$ cat config.mk
export PLATFORM = sky130hd
export DESIGN_NAME = down_counter_tc_flat
export DESIGN_NICKNAME = d
export VERILOG_FILES = /design/src/rtl/counter_pkg.sv /design/src/rtl/down_counter_tc_if.sv /design/src/rtl/down_counter_tc.sv /design/src/flat_wrapper.sv
export SDC_FILE = /design/constraint.sdc
export NUM_CORES = 1
export LEC_CHECK = 0
export CORE_AREA = 2 2 39 41
export CTS_CLUSTER_DIAMETER = 120
export DETAILED_ROUTE_END_ITERATION = 10
export DIE_AREA = 0 0 41 43
export DONT_BUFFER_PORTS = 1
export HOLD_SLACK_MARGIN = 0.02
export PLACE_DENSITY_LB_ADDON = 0.12
export RECOVER_POWER = 50
export SLEW_MARGIN = 20
export SYNTH_ARGS = -nofsm -noshare
export SYNTH_HDL_FRONTEND = slang
export SYNTH_SLANG_ARGS = --single-unit
$ cat constraint.sdc
create_clock -name clk -period 2.4 [get_ports clk]
set_input_delay 0.48 -clock clk [delete_from_list [all_inputs] [get_ports clk]]
set_output_delay 0.48 -clock clk [all_outputs]
set_load 0.02 [all_outputs]
$ cat src/rtl/counter_pkg.sv
// Shared definitions for the counter family: FSM state encoding and the
// mode constants used to select one-shot or periodic operation.
package counter_pkg;

  typedef enum logic {
    IDLE = 1'b0,
    RUN  = 1'b1
  } state_e;

  localparam int unsigned ONE_SHOT = 0;
  localparam int unsigned PERIODIC = 1;

endpackage

$ cat src/rtl/down_counter_tc_if.sv
// Control/status bundle for down_counter_tc. The master drives load/enable
// and observes count, terminal count and busy; the slave is the counter.
interface down_counter_tc_if #(
  parameter int unsigned WIDTH = 2
) ();

  logic             load;
  logic [WIDTH-1:0] load_val;
  logic             en;
  logic [WIDTH-1:0] count_out;
  logic             tc;
  logic             busy;

  modport master (
    output load,
    output load_val,
    output en,
    input  count_out,
    input  tc,
    input  busy
  );

  modport slave (
    input  load,
    input  load_val,
    input  en,
    output count_out,
    output tc,
    output busy
  );

endinterface

$ cat src/rtl/down_counter_tc.sv
// Loadable down counter with registered terminal-count pulse. Counts down
// once per enabled clock to zero, then stops (one-shot) or reloads the last
// loaded value (periodic). Zero is never decremented, so there is no wrap.
module down_counter_tc
  import counter_pkg::*;
#(
  parameter int unsigned WIDTH       = 2,
  parameter int unsigned AUTO_RELOAD = ONE_SHOT
) (
  input logic               clk,
  input logic               reset_n,
  down_counter_tc_if.slave  bus
);

  localparam bit Periodic = (AUTO_RELOAD == PERIODIC);

  state_e           state_q;
  logic [WIDTH-1:0] count_q;
  logic [WIDTH-1:0] reload_q;
  logic             tc_q;

  // State, count, reload value and tc; tc marks any edge that writes zero.
  always_ff @(posedge clk or negedge reset_n) begin
    if (!reset_n) begin
      state_q  <= IDLE;
      count_q  <= '0;
      reload_q <= '0;
      tc_q     <= 1'b0;
    end else if (bus.load) begin
      count_q  <= bus.load_val;
      reload_q <= bus.load_val;
      if (bus.load_val != '0) begin
        state_q <= RUN;
        tc_q    <= 1'b0;
      end else begin
        // Loading zero is an immediate terminal count.
        state_q <= Periodic ? RUN : IDLE;
        tc_q    <= 1'b1;
      end
    end else if (state_q == RUN && bus.en) begin
      if (count_q != '0) begin
        count_q <= count_q - 1'b1;
        tc_q    <= (count_q == WIDTH'(1));
        if (count_q == WIDTH'(1) && !Periodic) begin
          state_q <= IDLE;
        end
      end else begin
        // Only reachable in periodic mode: zero was already signalled.
        count_q <= reload_q;
        tc_q    <= (reload_q == '0);
      end
    end else begin
      tc_q <= 1'b0;
    end
  end

  // Outputs come straight from registers; no input-to-output path.
  assign bus.count_out = count_q;
  assign bus.tc        = tc_q;
  assign bus.busy      = (state_q == RUN);

endmodule

$ cat src/flat_wrapper.sv
// flat-port wrapper written by rule: the top's interface ports become plain ports
module down_counter_tc_flat import counter_pkg::*;
#(
  parameter int unsigned WIDTH       = 2,
  parameter int unsigned AUTO_RELOAD = ONE_SHOT
)
  (clk, reset_n, bus_load, bus_load_val, bus_en, bus_count_out, bus_tc, bus_busy);
  down_counter_tc_if #(.WIDTH(WIDTH)) bus_i ();
  input logic clk;
  input logic reset_n;
  input wire logic [$bits(bus_i.load)-1:0] bus_load;
  input wire logic [$bits(bus_i.load_val)-1:0] bus_load_val;
  input wire logic [$bits(bus_i.en)-1:0] bus_en;
  output wire logic [$bits(bus_i.count_out)-1:0] bus_count_out;
  output wire logic [$bits(bus_i.tc)-1:0] bus_tc;
  output wire logic [$bits(bus_i.busy)-1:0] bus_busy;
  assign bus_i.load = bus_load;
  assign bus_i.load_val = bus_load_val;
  assign bus_i.en = bus_en;
  assign bus_count_out = bus_i.count_out;
  assign bus_tc = bus_i.tc;
  assign bus_busy = bus_i.busy;
  down_counter_tc #(.WIDTH(WIDTH), .AUTO_RELOAD(AUTO_RELOAD)) u_core (.clk(clk), .reset_n(reset_n), .bus(bus_i));
endmodule
==> results.md, run 1 <==
* Core ar. at 1380 um^2
* Worst-path maximum fanout at 6
* DRT Pass-1 Iters at 2
* PostCTS Resize Cnt at 0
* Max_cap viols at 0
* Static Leak at 0.153 nW
* Cell Area, Synth at 292 um^2
* CTS tree: yes
* Met2 WL at 221 um
* CP Depth at 0
* Final Max Tran Viols at 0
* Commonest non-fill, non-tap cells in the layout: dfrtp_1 (6), nand2_1 (5), o21ai_0 (5)
* CTS Hold Buffers Added at 1
* Cell taking the most area after synthesis: dfrtp_1
* GRT Total Usage at 8.38%
* Number of library cell types mapped by synthesis at 13
* Hold Violations, Final at 0
* First-pass GRT wire length at 917 um
* Post-CTS Setup Bufs at 0
* H-tree levels at 1
* WL/cell at 11.9 um
* Top Layer Used: met4
* HPWL Detailed at 473 um
* Most common cell after layout, fill and taps aside: dfrtp_1
* Core Util, Final at 24.1%
* Reg-to-Reg End: u_core.bus.count_out[1]
* Clk_skew at 0.00123 ns
* Setup CP Type: reg2out
* Met3 wire len at 91 um
* Status: finished clean
* Worst-margin pin slew at 0.369 ns
* Clock-pin slew on the worst setup and hold paths at 0.04 ns
* Setup crit end: bus_count_out[1]
* Vias in the first global route at 226
* Fmax at 0.783 GHz
* Die area at 1760 um^2
* Post-Route WL at 572 um
* GR Overflow Total at 0
* Tcrit/Tclk final at 53.2%
* Sequential share of the synthesized area at 51.5%
* Final setup vio count at 0
* Seq cells post-synth at 6
* Vias/cell at 4.38
* Total CTS buffers at 3
* Top cell type's share of synthesized area at 51.5%
* Reg-to-reg slack, setup at 1.31 ns
* Ratio of cells with drive above 1 in the final layout at 15.6%
* YS warnings at 0
* Initial core utilization at 21.1%
* Seq. cell area at 150 um^2
* CTS max path bufs at 2
* Post-route setup TNS at 0 ns
* Net count after synthesis at 35
* Initial drt markers at 2
* Worst setup startpoint: u_core.bus.count_out[1]
* Area grow syn2layout at 14.2%
* R2R cell count at 3
* FP Rows at 14
* Syn avg cell area at 10.1 um^2
* Slew margin rel. at 75.4%
* Area occupied by multi-input gates at 123 um^2
* Post-layout nets at 40
* CP Launch Type: register
* Number of fillers in the final layout at 154
* Placer Congestion at 0.695
* Remaining DRCs at 0
* Worst-Skew Late Latency at 0.24 ns
* Synth Instances at 29
* IO Port Bufs at 0
* Synth top area cells: dfrtp_1 (52%), o21ai_0 (8.6%), mux2i_1 (6.9%)
* Unrepaired setup endpoints after global routing: no
* Vias post-DR at 210
* Worst R2R Start: u_core.bus.count_out[0]
* WL met1 at 242 um
* Height of the die at 43 um
* Worst EP arrival at 0.80 ns
* TritonCTS Sinks at 6
* Hold Path Class: in2reg
* Final ANT Viol Nets at 0
* Maximum VDD drop at 0.163 mV
* CP Capture Type: output port
* Final Critical Period at 1.28 ns
* I/O pins at 10
* Die Span X at 41 um
* Largest net degree at the start of global routing at 11
* Antenna cells at 0
* Antenna violations before repair at 0
* Required @ worst endpoint at 1.92 ns
* Root buffer cell: clkbuf_4
* Power Density at 745 nW/um^2
## kinds of logic (layout without fill, tap and decap cells)
family	Yosys count	after routing	share of synthesized area, %
compound gates	10	10	22.7
simple gates	8	8	12.4
mux	2	2	6.87
buf+inv	3	6	6.44
flops	6	6	51.5
## power by group
| part | internal, mW | total (mW) | switching (mW) |
|---|---|---|---|
| Combinational | 0.0140 | 0.0271 | 0.0131 |
| Sequential | 0.111 | 0.130 | 0.0191 |
| Clock | 0.0564 | 0.0906 | 0.0342 |
| Total | 0.182 | 0.248 | 0.0663 |
## cell type report
| class | count | share of cell area, % |
|---|---|---|
| tap | 16 | 6.02 |
| clock buffer | 3 | 6.77 |
| timing repair buffer | 1 | 3.01 |
| inverter | 2 | 2.26 |
| sequential | 6 | 45.1 |
| multi-input combinational | 20 | 36.8 |
## flip-flops by register name, summed over array words and instances (netlist names)
register,cells
u_core.bus.busy,1
u_core.bus.count_out,2
u_core.bus.tc,1
u_core.reload_q,2
## per-layer routing
| layer | global-route usage [%] | vias to the layer above |
|---|---|---|
| li1 | - | 106 |
| met1 | 9.84 | 89 |
| met2 | 9.69 | 13 |
| met3 | 5.24 | 2 |
| met4 | 8.00 | 0 |
| met5 | 0 | - |
## per-stage QoR
step           power (mW)  setup WS, ns  area (um^2)  hold slack [ns]  instances
2_1_floorplan       0.153          1.40          292            0.184         29
3_3_place_gp        0.156          1.32          300            0.185         44
3_5_place_dp        0.156          1.31          300            0.185         44
4_1_cts             0.253          1.11          333            0.325         48
5_1_grt             0.261          1.09          333            0.329         48
6_report            0.248          1.12          333            0.329         48
## how the worst min path moves through the flow
stage / end / cells after the start / slack [ns] / startpoint
finish: u_core.bus.count_out[1] / 1 / 0.33 / bus_load
detailed placement: u_core.bus.busy / 0 / 0.18 / reset_n
CTS: u_core.bus.count_out[1] / 1 / 0.32 / bus_load
global route: u_core.bus.count_out[1] / 1 / 0.33 / bus_load
floorplan: u_core.bus.busy / 0 / 0.18 / reset_n
global placement: u_core.bus.busy / 0 / 0.18 / reset_n
## synthesized netlist by cell type (all sizes together)
library cell,number
o21ai,7
dfrtp,6
nand2,5
inv,2
mux2i,2
a21oi,1
buf,1
nand3b,1
nor2,1
nor2b,1
o21ba,1
o41ai,1
No activity file was read; power rests on OpenSTA's default activity.
==> run 2: changes to the inputs <==
Clock period 2.4 ns to 1.2 ns, I/O delays scaled along.
==> run 2 against run 1 <==
Effect of this change:
- first-iteration DRC count grew to 9.5 times the previous value
- largest cell class unchanged
- routed wire length is 6.1% higher
- critical path type unchanged
- combinational power rose to 3.2 times the previous value
- highest routed layer unchanged
- register-to-register slack got worse by 1.1 ns
- count of clock-buffer cells in the layout did not move
- core utilization is 1.6 points higher
==> results.md, run 2 (synthesis results as in run 1) <==
* R2R cell count at 3 (unchanged)
* Hold WS at 0.0846 ns (-0.244 ns)
* H-tree levels at 1 (unchanged)
* Reg-to-Reg End: u_core.bus.count_out[0]
* FP Rows at 14 (unchanged)
* Total CTS buffers at 3 (unchanged)
* Vias/cell at 4.31 (-1.4%)
* Post-layout nets at 43 (+7.5%)
* Min-Delay Startpoint: bus_load
* Worst EP arrival at 0.87 ns (+0.07 ns)
* Worst-margin pin slew at 0.293 ns (-0.0763 ns)
* TritonCTS Sinks at 6 (unchanged)
* Power Density at 1450 nW/um^2 (+95%)
* Vias post-DR at 220 (+4.8%)
* Placer Congestion at 0.706 (+1.5%)
* Die area at 1760 um^2 (unchanged)
* Height of the die at 43 um (unchanged)
* PnR Total Power at 0.516 mW (+110%)
* Hold Path Class: in2reg
* Remaining DRCs at 0 (unchanged)
* CP peak stage delay at 0.44 ns
* Max_cap viols at 0 (unchanged)
* CTS tree: yes
* Commonest non-fill, non-tap cells in the layout: dfrtp_1 (6), nand2_1 (5), o21ai_0 (5)
* Status: finished clean
* Largest net degree at the start of global routing at 11 (unchanged)
* Cell-by-cell trace of the critical path: buf_4
* Pre-CTS setup slack at 0.207 ns (-1.10 ns)
* Final Non-Filler Cells at 51 (+6.3%)
* WL/cell at 11.9 um (-0.12%)
* Buffer and inverter count on the worst path at 1
* Static Leak at 0.168 nW (+9.6%)
* CP Launch Type: register
* Final Max Tran Viols at 0 (unchanged)
* Worst-path maximum fanout at 6 (unchanged)
* Clock-pin slew on the worst setup and hold paths at 0.04 ns (about the same)
* CP delay by family, top: flip-flops
* Vias in the first global route at 225 (-0.44%)
* Post-Route WL at 607 um (+6.1%)
* Clk_skew at 0.00126 ns (+0.0000296 ns)
* Final setup vio count at 0 (unchanged)
* Hold Violations, Final at 0 (unchanged)
* Ratio of cells with drive above 1 in the final layout at 22.9% (+7.2 points)
* First-pass GRT wire length at 938 um (+2.3%)
* Maximum VDD drop at 0.423 mV (+160%)
* Most common cell after layout, fill and taps aside: dfrtp_1
* Initial drt markers at 19 (+17)
* Post-DP Area at 323 um^2 (+7.5%)
* Die Span X at 41 um (unchanged)
* Reg-to-reg slack, setup at 0.22 ns (-1.09 ns)
* Tcrit/Tclk final at 92.5%
* IO Port Bufs at 0 (unchanged)
* Setup CP Type: reg2out
* Required @ worst endpoint at 0.96 ns (-0.96 ns)
* Final Critical Period at 1.11 ns
* DRT Pass-1 Iters at 2 (unchanged)
* Worst-Skew Late Latency at 0.24 ns (about the same)
* Post-route setup TNS at 0 ns (unchanged)
* HPWL Detailed at 479 um (+1.2%)
* Unrepaired setup endpoints after global routing: no
* Final ANT Viol Nets at 0 (unchanged)
* Area grow syn2layout at 21.9%
* Setup ws final at 0.0899 ns (-1.03 ns)
* GRT Total Usage at 8.68% (+0.29 points)
* Core Util, Final at 25.7% (+1.6 points)
* Worst R2R Start: u_core.bus.count_out[1]
* Number of fillers in the final layout at 152 (-1.3%)
* I/O pins at 10 (unchanged)
* Hold depth at 1 (unchanged)
* CTS max path bufs at 2 (unchanged)
* Final instance area at 355 um^2 (+6.8%)
* Antenna violations before repair at 0 (unchanged)
* Slowest CP cell: dfrtp_1
* Hold endpoint: u_core.bus.count_out[0]
* CP Capture Type: output port
* Fmax at 0.901 GHz
* Slew margin rel. at 80.4% (+5.0 points)
* GR Overflow Total at 0 (unchanged)
* Initial core utilization at 21.1% (unchanged)
* Antenna cells at 0 (unchanged)
* Core ar. at 1380 um^2 (unchanged)
* Root buffer cell: clkbuf_4
* Placed instance count at 47 (+6.8%)
==> run 2: cell count changes in the layout (fill, tap and decap cells not counted), sizes merged <==
cell,before,now
buf,0,3
==> run 2: final cells by class <==
type | instances | area [um^2] | area share [%]
well taps | 16 | 20.0 | 5.63
multi-input cells | 20 | 123 | 34.5
clock buffers | 3 | 22.5 | 6.34
flip-flops and latches | 6 | 150 | 42.3
inverters | 2 | 7.51 | 2.11
repair buffers | 4 | 32.5 | 9.15
==> run 2: timing repair <==
item | CTS | global route
buffers inserted | 0 | 0
hold buffers | 1 | 0
endpoints found under the hold margin | 6 | 0
resized for setup | 0 | 0
==> run 2: worst max-delay path by stage <==
stage,cells past startpoint,to,from
2_1_floorplan,3,u_core.bus.count_out[0],u_core.bus.count_out[1]
3_3_place_gp,3,u_core.bus.count_out[0],u_core.bus.count_out[1]
3_5_place_dp,4,u_core.bus.busy,u_core.bus.count_out[0]
4_1_cts,1,bus_count_out[1],u_core.bus.count_out[1]
5_1_grt,1,bus_count_out[1],u_core.bus.count_out[1]
6_report,1,bus_count_out[1],u_core.bus.count_out[1]
==> run 2: power by group <==
group	switching, mW	internal, mW	total [mW]
Sequential	0.0209	0.222	0.243
Clock	0.0733	0.113	0.186
Combinational	0.0453	0.0414	0.0867
==> run 2: layer usage <==
metal	GRT usage [%]	wire, um	vias to the layer above
li1	-	-	111
met1	10.1	280	95
met2	10.6	252	12
met3	4.71	70	2
met4	8.00	4	0
met5	0	0	-
